===== src/rtl/bus_pkg.sv =====
// bus_pkg: shared bus source codes, op codes, controller states and legality helpers
package bus_pkg;
  localparam logic [4:0] SRC_HI     = 5'd16;
  localparam logic [4:0] SRC_LO     = 5'd17;
  localparam logic [4:0] SRC_ZHI    = 5'd18;
  localparam logic [4:0] SRC_ZLO    = 5'd19;
  localparam logic [4:0] SRC_PC     = 5'd20;
  localparam logic [4:0] SRC_MDR    = 5'd21;
  localparam logic [4:0] SRC_INPORT = 5'd22;
  localparam logic [4:0] SRC_CSIGN  = 5'd23;
  typedef enum logic [1:0] {OP_MOVE, OP_ALU, OP_MUL, OP_ILL} opT;
  typedef enum logic [2:0] {S_IDLE, S_MOVE, S_OPA, S_OPB, S_WAIT, S_WB_LO, S_WB_HI, S_ERR} stateT;
  function automatic logic srcOk(logic [4:0] s);
    return s <= SRC_CSIGN;
  endfunction
  function automatic logic dstOk(logic [4:0] d);
    return d <= SRC_LO || d == SRC_PC;
  endfunction
endpackage


===== src/rtl/dst_decode.sv =====
// dst_decode: destination code plus enable to one-hot register/HI/LO/PC load enables
module dst_decode
  import bus_pkg::*;
(
  input  logic [4:0]  dst,
  input  logic        en,
  output logic [15:0] regIn,
  output logic        hiIn,
  output logic        loIn,
  output logic        pcIn
);
  assign regIn = (en && !dst[4]) ? 16'd1 << dst[3:0] : '0;
  assign hiIn  = en && dst == SRC_HI;
  assign loIn  = en && dst == SRC_LO;
  assign pcIn  = en && dst == SRC_PC;
endmodule


===== src/rtl/bus_xfer_ctrl.sv =====
// bus_xfer_ctrl: sequences MOVE/ALU/MUL bus transfers with ALU wait timeout and error pulses
module bus_xfer_ctrl
  import bus_pkg::*;
#(
  parameter int ALU_TIMEOUT = 64
) (
  input  logic        clock,
  input  logic        resetn,
  input  logic        req_valid,
  output logic        req_ready,
  input  logic [1:0]  req_op,
  input  logic [4:0]  req_src_a,
  input  logic [4:0]  req_src_b,
  input  logic [4:0]  req_dst,
  output logic [4:0]  bus_sel,
  output logic [15:0] reg_in,
  output logic        hi_in,
  output logic        lo_in,
  output logic        pc_in,
  output logic        y_in,
  output logic        z_in,
  output logic        alu_start,
  input  logic        alu_done,
  output logic        busy,
  output logic        done,
  output logic        err
);
  stateT state, nextState;
  opT opQ;
  logic [4:0] srcAQ, srcBQ, dstQ, wrDst;
  logic [15:0] waitCnt;
  logic wrEn, legal, timeout;
  assign legal = opT'(req_op) != OP_ILL && srcOk(req_src_a)
              && (opT'(req_op) == OP_MOVE || srcOk(req_src_b))
              && (opT'(req_op) == OP_MUL || dstOk(req_dst));
  assign timeout = waitCnt >= 16'(ALU_TIMEOUT);
  assign req_ready = state == S_IDLE;
  assign busy = !req_ready;
  always_ff @(posedge clock or negedge resetn) begin
    if (!resetn) begin
      state <= S_IDLE;
      opQ <= OP_MOVE;
      srcAQ <= '0;
      srcBQ <= '0;
      dstQ <= '0;
      waitCnt <= '0;
    end else begin
      state <= nextState;
      if (req_valid && req_ready) begin
        opQ <= opT'(req_op);
        srcAQ <= req_src_a;
        srcBQ <= req_src_b;
        dstQ <= req_dst;
      end
      waitCnt <= state == S_OPB ? 16'd1 : state == S_WAIT ? waitCnt + 16'd1 : '0;
    end
  end
  // MUL write-back reuses the decoder by steering the destination to LO then HI
  always_comb begin
    nextState = state;
    bus_sel = '0;
    wrDst = dstQ;
    wrEn = 1'b0;
    y_in = 1'b0;
    z_in = 1'b0;
    alu_start = 1'b0;
    done = 1'b0;
    err = 1'b0;
    case (state)
      S_IDLE:  if (req_valid) nextState = !legal ? S_ERR : opT'(req_op) == OP_MOVE ? S_MOVE : S_OPA;
      S_MOVE: begin
        bus_sel = srcAQ;
        wrEn = 1'b1;
        done = 1'b1;
        nextState = S_IDLE;
      end
      S_OPA: begin
        bus_sel = srcAQ;
        y_in = 1'b1;
        nextState = S_OPB;
      end
      S_OPB: begin
        bus_sel = srcBQ;
        alu_start = 1'b1;
        nextState = S_WAIT;
      end
      S_WAIT: begin
        bus_sel = srcBQ;
        z_in = alu_done;
        err = !alu_done && timeout;
        nextState = alu_done ? S_WB_LO : timeout ? S_IDLE : S_WAIT;
      end
      S_WB_LO: begin
        bus_sel = SRC_ZLO;
        wrEn = 1'b1;
        wrDst = opQ == OP_MUL ? SRC_LO : dstQ;
        done = opQ != OP_MUL;
        nextState = opQ == OP_MUL ? S_WB_HI : S_IDLE;
      end
      S_WB_HI: begin
        bus_sel = SRC_ZHI;
        wrEn = 1'b1;
        wrDst = SRC_HI;
        done = 1'b1;
        nextState = S_IDLE;
      end
      S_ERR: begin
        err = 1'b1;
        nextState = S_IDLE;
      end
    endcase
  end
  dst_decode uDec (
    .dst(wrDst),
    .en(wrEn),
    .regIn(reg_in),
    .hiIn(hi_in),
    .loIn(lo_in),
    .pcIn(pc_in)
  );
endmodule


===== config.mk =====
export PLATFORM = sky130hd
export DESIGN_NAME = bus_xfer_ctrl
export DESIGN_NICKNAME = d
export VERILOG_FILES = /design/src/rtl/bus_pkg.sv /design/src/rtl/dst_decode.sv /design/src/rtl/bus_xfer_ctrl.sv
export SDC_FILE = /design/constraint.sdc
export NUM_CORES = 1
export LEC_CHECK = 0
export CAP_MARGIN = 20
export CELL_PAD_IN_SITES_DETAIL_PLACEMENT = 1
export CELL_PAD_IN_SITES_GLOBAL_PLACEMENT = 1
export CORE_ASPECT_RATIO = 0.5
export CORE_MARGIN = 5
export CORE_UTILIZATION = 25
export CTS_BUF_LIST = sky130_fd_sc_hd__clkbuf_2
export DETAILED_ROUTE_END_ITERATION = 7
export PLACE_DENSITY = 0.69
export SYNTH_ARGS = -nofsm -noshare
export SYNTH_HDL_FRONTEND = slang
export SYNTH_SLANG_ARGS = --single-unit

===== constraint.sdc =====
create_clock -name clock -period 4.5 [get_ports clock]
set_clock_uncertainty 0.1 [all_clocks]
set_input_delay 0.9 -clock clock [delete_from_list [all_inputs] [get_ports clock]]
set_output_delay 0.9 -clock clock [all_outputs]
set_load 0.05 [all_outputs]

==> impl_metrics.tcl <==
set metrics [dict create \
    core_area_um2 8120 \
    tightestPinTransition_ps 871 \
    cts_hold_buf 0 \
    cts_tree "built" \
    nets 341 \
    die_w_um 140 \
    die_height_um 74.9 \
    dieArea_um2 10500 \
    wirelength_mm 6.18 \
    cts_sinks 36 \
    clk_latency_ps 380 \
    cp_max_fo 19 \
    vias 2036 \
    post_cts_buffers 0 \
    cp.arrival_ps 3010 \
    rsz0062_at_grt "no" \
    grt_pass1_vias 2072 \
    seq_area_frac_synth_pct 42.8 \
    cp.required_ps 3500 \
    grt_max_degree 37 \
    syn_nets 291 \
    path_class "reg2out" \
    setup_tns_ps 0 \
    drcViolationCount 0 \
    diodes 0 \
    power.leakage_nw 1.15 \
    cts_buffers 5 \
    via_per_inst 4.73 \
    routabilityCongestion 0.770 \
    synth_cell_types 41 \
    grt_usage_pct 12.3 \
    drt_iter0_markers 106 \
    synth_top_area_share_pct 42.8 \
    portBuffers 51 \
    path_clk_slew_ps 180 \
    fp-row-count 23 \
    synthTopCellsByArea "dfrtp_1, nand2_1, nor2_1" \
    clock.fmax_mhz 249 \
    startpoint_type "flop" \
    ys.flop_type "dfrtp_1" \
    synth_commonest_cells "nand2_1, nor2_1, dfrtp_1" \
    drtAntennaViolNets 0 \
    antenna_found_initial 0 \
    cts_resized 0 \
    cts_htree_levels 2 \
    min_path_type "reg2reg" \
    period_needed_ps 4010 \
    ir_worst_vdd_mv 0.155 \
    status "complete, no violations" \
    synth_largest_area_cell "dfrtp_1" \
    grt_first_pass_wirelength_mm 10.3 \
    syn_to_final_growth_pct 30.9 \
    syn_area_um2 2110 \
    period_share_pct 89.2 \
    fillers 1008 \
    synth_cells 268 \
    slew_violations 0 \
    clockRootBuffer "clkbuf_2" \
    powerDensity_nw_per_um2 562 \
    end_kind "output port" \
    async_flop_share_pct 100 \
    ys_ff_latch 36 \
    syn_avg_cell_area_um2 7.86 \
    max_slew_margin_pct 41.9 \
    initial_core_util_pct 26.0 \
    io-pin-count 52 \
    cts_buffer_depth 2 \
    final-setup-viol-count 0 \
    synth_most_common_cell "nand2_1" \
    dp_hpwl_mm 4.79 \
    drive_above_1_share_pct 4.09 \
    wire_per_inst_um 14.4 \
    place_ws_ps 943 \
    finalPower_mw 1.55 \
    hold_viol_final 0 \
    synth-edff-count 0 \
    yosys_warnings 0 \
    grt_remaining_overflow 0 \
    first_pass_iters 4 \
    layout_setup_ws_ps 488 \
    maxCapViolations 0 \
]
## layer usage
metal | vias up | GRT usage [%] | share of wire (%)
li1 | 1003 | - | -
met1 | 1006 | 15.3 | 47
met4 | 0 | 3.33 | 0.97
met2 | 20 | 22.5 | 50
met3 | 7 | 2.22 | 2.0
met5 | - | 0 | 0
## layout by cell type (no fill, tap or decap), types with 2 or more instances in the layout
master	synthesis	routed
clkbuf_2	0	5
maj3_1	2	2
inv_1	8	8
and3_1	4	4
nor2_1	45	45
ha_1	2	2
o21ai_0	7	7
nand3_1	11	11
mux2i_1	3	3
mux2_2	2	2
a21oi_1	11	11
nand3b_1	5	5
xnor2_1	6	6
dfrtp_1	36	36
nor2b_1	4	4
xor2_1	6	6
a211oi_1	2	2
nor4_1	3	3
nor3_1	9	9
nand2b_1	3	3
a31oi_1	3	3
nand2_1	66	66
nand4_1	4	4
clkdlybuf4s50_1	0	51
clkinv_1	0	2
## report_power, final
group	internal (mW)	leakage [nW]	switching [mW]
combinational	0.290	0.652	0.565
clock	0.0321	0.0239	0.107
sequential	0.411	0.473	0.144
total	0.733	1.15	0.817
## area by class of cell
cell class / count / area, µm² / share of cell area (%)
clock buffers: 5 / 25.0 / 0.907
clock inverters: 2 / 7.51 / 0.272
inverters: 8 / 30.0 / 1.09
multi-input cells: 215 / 1140 / 41.2
flip-flops and latches: 36 / 901 / 32.7
well taps: 112 / 140 / 5.08
repair buffers: 52 / 518 / 18.8
## logic make-up (layout without fill, tap and decap cells)
group                    after synthesis  after routing  synth area share (%)
AND/OR/NAND/NOR                      165            165                  36.3
flip-flops                            36             36                  42.8
AO/OA/AOI/OAI                         29             29                  8.02
buffers and inverters                 17             67                  3.33
XOR/XNOR                              12             12                  4.99
multiplexers                           5              5                  2.49
adder cells (fa/ha/maj)                4              4                  2.14
## flip-flops by register name, summed over array words and instances (netlist names)
register	cells
state	3
srcAQ	5
opQ	2
srcBQ	5
waitCnt	16
dstQ	5
## worst max-delay path, stage by stage (launching register included)
cell             delay, ps
dfrtp_1                790
nand2b_1               190
a211oi_1               440
nand3b_1               220
nor2_1                 170
clkdlybuf4s50_1        830
## path summary, 6_finish.rpt
check / slack [ps] / startpoint / cells after the start / end
setup / recovery: 490 / state[0]$_DFFE_PN0P_ / 5 / reg_in[9]
setup reg to reg: 2280 / state[0]$_DFFE_PN0P_ / 4 / state[1]$_DFFE_PN0P_
hold / removal: 440 / srcAQ[4]$_DFFE_PN0P_ / 2 / srcAQ[4]$_DFFE_PN0P_
hold reg to reg: 440 / srcAQ[4]$_DFFE_PN0P_ / 2 / srcAQ[4]$_DFFE_PN0P_
min in group asynchronous: 800 / resetn / 2 / dstQ[4]$_DFFE_PN0P_
max in group asynchronous: 3130 / resetn / 2 / waitCnt[11]$_DFF_PN0_
## through the flow
stage / std cells / util, % / cell area, µm² / hold slack, ps
after CTS: 430 / 34.0 / 2760 / 443
after floorplan: 268 / - / 2110 / 352
after detailed placement: 423 / 33.6 / 2730 / 400
final: 430 / 34.0 / 2760 / 441
after global routing: 430 / 34.0 / 2760 / 470
after global placement: 423 / 33.6 / 2730 / 377
No activity file was read; power rests on OpenSTA's default activity.
